### src/rtl/serial_tx_pkg.sv
// Shared types for the two-requester serial transmit arbiter.
// State literals carry an ST_ prefix so they never collide with the GAP parameter.
package serial_tx_pkg;

  localparam int NUM_REQ = 2;

  typedef enum logic [1:0] {ST_IDLE, ST_SHIFT, ST_GAP} state_t;

  typedef logic [$clog2(NUM_REQ)-1:0] req_id_t;

endpackage

### src/rtl/piso_shift_reg.sv
// Parallel-in / serial-out shift register, LSB first, zero-filled from the top.
module piso_shift_reg #(
  parameter int WIDTH = 4
) (
  input  logic             clk,
  input  logic             rst_n,
  input  logic             load,
  input  logic             shift,
  input  logic [WIDTH-1:0] din,
  output logic             sout
);

  logic [WIDTH-1:0] shreg;

  // load wins over shift so a new word is never corrupted on its capture edge
  always_ff @(posedge clk or negedge rst_n) begin
    if (!rst_n) begin
      shreg <= '0;
    end else if (load) begin
      shreg <= din;
    end else if (shift) begin
      shreg <= {1'b0, shreg[WIDTH-1:1]};
    end
  end

  assign sout = shreg[0];

endmodule

### src/rtl/serial_tx_arbiter.sv
// Round-robin scheduler of two valid/ready word sources onto one serializer,
// with a programmable idle gap after every frame.
module serial_tx_arbiter
  import serial_tx_pkg::*;
#(
  parameter int WIDTH = 4,
  parameter int GAP   = 1
) (
  input  logic             clk,
  input  logic             rst_n,
  input  logic             req0_valid,
  input  logic [WIDTH-1:0] req0_data,
  output logic             req0_ready,
  input  logic             req1_valid,
  input  logic [WIDTH-1:0] req1_data,
  output logic             req1_ready,
  output logic             sout,
  output logic             sout_valid,
  output logic             grant_id,
  output logic             frame_done,
  output logic             busy
);

  localparam int BCW = $clog2(WIDTH);
  localparam int GCW = (GAP > 0) ? $clog2(GAP + 1) : 1;
  localparam logic [BCW-1:0] BIT_LAST = BCW'(WIDTH - 1);
  localparam logic [GCW-1:0] GAP_LAST = GCW'((GAP > 0) ? GAP - 1 : 0);

  state_t         state, state_nx;
  logic [BCW-1:0] bit_cnt, bit_cnt_nx;
  logic [GCW-1:0] gap_cnt, gap_cnt_nx;
  req_id_t        last_grant, grant_q, sel;
  logic           accept, load, shift, sr_out;
  logic [WIDTH-1:0] win_data;

  always_comb begin
    sel = 1'b0;
    if (req0_valid && req1_valid) begin
      sel = ~last_grant;
    end else if (req1_valid) begin
      sel = 1'b1;
    end
  end

  // ready is gated by rst_n so nothing is offered while reset is held
  assign req0_ready = rst_n && (state == ST_IDLE) && req0_valid && (sel == 1'b0);
  assign req1_ready = rst_n && (state == ST_IDLE) && req1_valid && (sel == 1'b1);
  assign accept     = req0_ready | req1_ready;
  assign win_data   = sel ? req1_data : req0_data;

  always_ff @(posedge clk or negedge rst_n) begin
    if (!rst_n) begin
      state      <= ST_IDLE;
      bit_cnt    <= '0;
      gap_cnt    <= '0;
      last_grant <= 1'b1;
      grant_q    <= 1'b0;
    end else begin
      state   <= state_nx;
      bit_cnt <= bit_cnt_nx;
      gap_cnt <= gap_cnt_nx;
      if (accept) begin
        last_grant <= sel;
        grant_q    <= sel;
      end
    end
  end

  always_comb begin
    state_nx   = state;
    bit_cnt_nx = bit_cnt;
    gap_cnt_nx = gap_cnt;
    load       = 1'b0;
    shift      = 1'b0;
    sout       = 1'b0;
    sout_valid = 1'b0;
    frame_done = 1'b0;
    busy       = (state != ST_IDLE);
    case (state)
      ST_IDLE: begin
        if (accept) begin
          load       = 1'b1;
          bit_cnt_nx = '0;
          state_nx   = ST_SHIFT;
        end
      end
      ST_SHIFT: begin
        shift      = 1'b1;
        sout       = sr_out;
        sout_valid = 1'b1;
        frame_done = (bit_cnt == BIT_LAST);
        if (bit_cnt == BIT_LAST) begin
          bit_cnt_nx = '0;
          gap_cnt_nx = '0;
          state_nx   = (GAP > 0) ? ST_GAP : ST_IDLE;
        end else begin
          bit_cnt_nx = bit_cnt + BCW'(1);
        end
      end
      ST_GAP: begin
        if (gap_cnt == GAP_LAST) begin
          gap_cnt_nx = '0;
          state_nx   = ST_IDLE;
        end else begin
          gap_cnt_nx = gap_cnt + GCW'(1);
        end
      end
      default: state_nx = ST_IDLE;
    endcase
  end

  assign grant_id = grant_q;

  piso_shift_reg #(.WIDTH(WIDTH)) u_piso (
    .clk   (clk),
    .rst_n (rst_n),
    .load  (load),
    .shift (shift),
    .din   (win_data),
    .sout  (sr_out)
  );

endmodule

### config.mk
export PLATFORM = sky130hd
export DESIGN_NAME = serial_tx_arbiter
export DESIGN_NICKNAME = d
export VERILOG_FILES = /design/src/rtl/serial_tx_pkg.sv /design/src/rtl/piso_shift_reg.sv /design/src/rtl/serial_tx_arbiter.sv
export SDC_FILE = /design/constraint.sdc
export NUM_CORES = 1
export LEC_CHECK = 0
export CAP_MARGIN = 20
export CORE_AREA = 2 2 41 43
export CTS_CLUSTER_SIZE = 14
export DETAILED_ROUTE_END_ITERATION = 10
export DIE_AREA = 0 0 43 45
export PLACE_DENSITY_LB_ADDON = 0.05
export SLEW_MARGIN = 20
export SYNTH_ARGS = -nofsm -noshare
export SYNTH_HDL_FRONTEND = slang
export SYNTH_HIERARCHICAL = 1
export SYNTH_SLANG_ARGS = --single-unit
### constraint.sdc
create_clock -name clk -period 2.8 [get_ports clk]
set_input_delay 0.28 -clock clk [delete_from_list [all_inputs] [get_ports clk]]
set_output_delay 0.28 -clock clk [all_outputs]
set_load 0.02 [all_outputs]
---- After elaboration in Yosys (flattened, before gate mapping) ----
Index checks and enable logic that the tools add are counted.
operators by class
  add/subtract/negate cells ............... 2
  equality and inequality tests ........... 6
  multiplexer cells ....................... 20
  bitwise logic cells ..................... 3
  reductions and logical operators ........ 14
operators with widths
  kind                 count
  $mux 4               3
  $mux 2               5
  $mux 1               9
  $reduce_bool 2->1    4
  $logic_and 1x1->1    6
  $ne 2x2->1 const B   3
  $pmux 2 s3           1
  $eq 2x2->1 const B   2
  $pmux 2 s2           1
  $reduce_and 2->1     2
  $reduce_and 3->1     1
  $add 2x1->2 const B  1
  $eq 2x1->1 const B   1
  $logic_not 2->1      1
  $not 1->1            2
  $pmux 1 s2           1
  $add 1x1->1 const B  1
  $or 1x1->1           1
word-level totals
  register bits after elaboration ......... 11
  bits of input ports ..................... 12
  output and inout port bits .............. 7
  logic and storage cells ................. 51

---- Depth between registers and ports, before layout ----
  depth in word-level cells ............... 8
  gate-level depth with buffers ........... 4
  gate-level depth less buffers ........... 4

---- Modules after synthesis ----
Netlist, hierarchy kept.
modules (own cells, without submodules)
  module             times used  cells an instance  area an instance (sq um)  seq. area each (sq um)
  serial_tx_arbiter  1           35                 366.6                     151.4
  piso_shift_reg     1           16                 171.4                     100.1

---- Worst setup path before layout ----
Ideal clock, no wire load.
  path type ............................... flip-flop to output port
  start point ............................. register state[1]
  end point ............................... output frame_done
  data arrival time ....................... 1.159 ns
  data required time ...................... 2.520 ns
  slack ................................... 1.361 ns
  stages on the path, launching flop included .. 4
  path buffers ............................ 0
  path through ............................ dfrtp_1 -> nand2b_1 -> inv_1 -> and2_1
on the way
  word-level cells in the longest chain between the ends .. 2
ends and longest elaborated chain
  item                      RTL line                 text
  start: declaration        serial_tx_arbiter.sv:29  state_t state, state_nx;
  start signal: assignment  serial_tx_arbiter.sv:59  state <= state_nx;
  $eq 2x1->1                serial_tx_arbiter.sv:79  case (state)
  $mux 1                    serial_tx_arbiter.sv:79
  end: declaration          serial_tx_arbiter.sv:20  output logic frame_done,
Every way passes these cells.

---- Final worst setup path ----
  start point ............................. register state[1]
  end point ............................... output sout
on the way
  word-level cells in the longest chain between the ends .. 2
ends and longest elaborated chain
  item              RTL line                 text
  $eq 2x1->1        serial_tx_arbiter.sv:79
  $mux 1            serial_tx_arbiter.sv:79
  end: declaration  serial_tx_arbiter.sv:17  output logic sout,
Every way passes these cells.

==> metrics.yaml <==
placement:
  place_area_um2: 746
  gp_congestion: 0.790
  io_buffers: 18
  dpl.hpwl_um: 844
clock_network:
  clk_latency_ps: 260
  clock_sinks: 10
  cts_buffers: 3
  cts_hold_buffers: 0
  cts_tree: "done"
  root_buffer: "clkbuf_4"
  cts_setup_buffers: 0
  clockBufferDepth: 2
  ctsResizeCount: 0
  clk_pin_slew_ps: 70
  h-tree-depth: 1
critical_path:
  reg2reg_slack_ps: 1420
  path_class: "reg2out"
  r2r-start: "state[0]"
  cp-endpoint: "sout"
  worstPathRequired_ps: 2520
  endpoint_kind: "primary output"
  critPathLaunchType: "flop"
  r2r-end: "u_piso/shreg[3]"
  critPathMaxFanout: 9
  reg2regPathDepth: 4
  arrival_ps: 1940
  crit_path_start: "state[1]"
detailed_routing:
  drtPass1Iterations: 2
  via_count: 455
  wl_per_cell_um: 12.1
  drc: 0
  routed_wirelength_um: 1090
  vias_per_cell: 5.06
  antenna_left: 0
  drt_iter0_markers: 4
grt:
  grt.overflow.total: 0
  grt_pass1_wl_um: 1860
  grt_pass1_vias: 438
  grtUsageTotal: 0.136
  grt_max_degree: 11
  antenna_found_initial: 0
power_and_ir_drop:
  powerDensity_nw_per_um2: 953
  p_leak_nw: 0.340
  vdd_drop_max_v: 0.000409
  p_total_uw: 745
cells_and_area:
  final_layout_size_suffix_gt1_frac: 0.176
  layout_common_cells: "clkdlybuf4s50_1 (18), dfrtp_1 (9), nand2_1 (8)"
  syn_to_final_growth_pct: 45.3
  diodes: 0
  nets: 88
  final_common_cell: "clkdlybuf4s50_1"
  postLayoutCoreUtil: 0.531
  finish.instance_area_um2: 782
  fill_cells: 141
sta:
  clock.fmax_mhz: 450
  worst_pin_slew_ps: 377
  setup_violations: 0
  skew_ps: 0.537
  min_period_ps: 2220
  relSlewSlack: 0.748
  drv_slew: 0
  hold_viol: 0
  finalCritPeriodShare: 0.794
  rsz0062_at_grt: "no"
  fin_tns_setup_ps: 0
logic_synthesis:
  yosysSeqAreaShare: 0.467
  syn_avg_cell_area_um2: 10.5
  ys_seq_elements: 10
  syn_nets: 64
  yosysWarnings: 6
  syn_area_um2: 538
  postSynthCellCount: 51
  synth_cell_types: 21
floorplan:
  die_w_um: 43
  rows: 14
  dieArea_um2: 1940
  core_um2: 1470
  dieHeight_um: 45
  start_util: 0.366
  pin_count: 19
status:
  outcome: "complete, no violations"
hold_path:
  hold_class: "in2async"
flow_run:
  cap_violations: 0
-- critical path: stages (launching register included) --
cell	delay (ps)
dfrtp_1	410
nand2b_1	230
inv_1	260
and2_1	180
clkdlybuf4s50_1	600
-- area by class of cell --
type / instances / area [um^2] / share of cell area
Clock buffer: 4 / 36.3 / 0.0464
Timing Repair Buffer: 19 / 188 / 0.240
Tap cell: 16 / 20.0 / 0.0256
Sequential cell: 10 / 251 / 0.322
Inverter: 2 / 7.51 / 0.00960
Multi-Input combinational cell: 39 / 279 / 0.357
-- synthesized netlist by cell type --
master	n	area share
o311ai_0	1	0.016
nand4bb_1	1	0.021
o21bai_1	1	0.014
mux2_2	4	0.084
a21o_1	1	0.014
nor2_1	2	0.014
nand2b_1	2	0.023
o21ai_1	3	0.028
nor3_4	1	0.030
nand2_1	8	0.056
dfstp_2	1	0.049
or2_4	1	0.016
mux2i_1	3	0.056
o31ai_1	1	0.014
inv_1	2	0.014
o21ai_0	3	0.028
and2_1	4	0.047
nor3b_1	1	0.014
a21boi_2	1	0.021
dfrtp_1	9	0.42
ha_1	1	0.023
-- report_power, final --
part | total [mW] | leakage [nW] | internal (mW) | switching, mW
Sequential | 0.256 | 0.124 | 0.214 | 0.0420
Clock | 0.130 | 0.0210 | 0.0790 | 0.0511
Combinational | 0.359 | 0.194 | 0.180 | 0.179
Total | 0.745 | 0.340 | 0.473 | 0.273
-- kinds of logic (layout without fill, tap and decap cells) --
family                   after synthesis  after routing  synth area share
flip-flops                            10             10             0.467
adder cells (fa/ha/maj)                1              1            0.0233
AND/OR/NAND/NOR                       20             20             0.221
buffers and inverters                  2             25            0.0140
AO/OA/AOI/OAI                         11             11             0.135
multiplexers                           7              7             0.140
-- how the worst min path moves through the flow --
stage / start / cells after the start / endpoint
finish: rst_n / 1 / grant_id
CTS: rst_n / 1 / grant_id
floorplan: rst_n / 0 / bit_cnt[0]
global placement: rst_n / 1 / grant_id
detailed placement: rst_n / 1 / grant_id
global route: rst_n / 1 / grant_id
-- sequential cells by signal, summed over array words and instances, names as in the netlist --
register / flops
grant_id: 1
bit_cnt: 2
last_grant: 1
state: 2
u_piso/shreg: 4
-- per-stage QoR --
stage | hold slack [ps] | cells | setup slack, ps
after global placement | 471 | 86 | 575
after global routing | 196 | 90 | 471
final | 194 | 90 | 578
after CTS | 189 | 90 | 540
after floorplan | -15.6 | 51 | 1360
after detailed placement | 477 | 86 | 585
-- metal layers --
metal / up-vias / global-route usage / wire (um)
met2: 14 / 0.218 / 514
met3: 4 / 0.0360 / 66
met4: 0 / 0.109 / 26
li1: 227 / - / -
met5: - / 0 / 0
met1: 210 / 0.155 / 479
(Power assumes the default switching activity.)
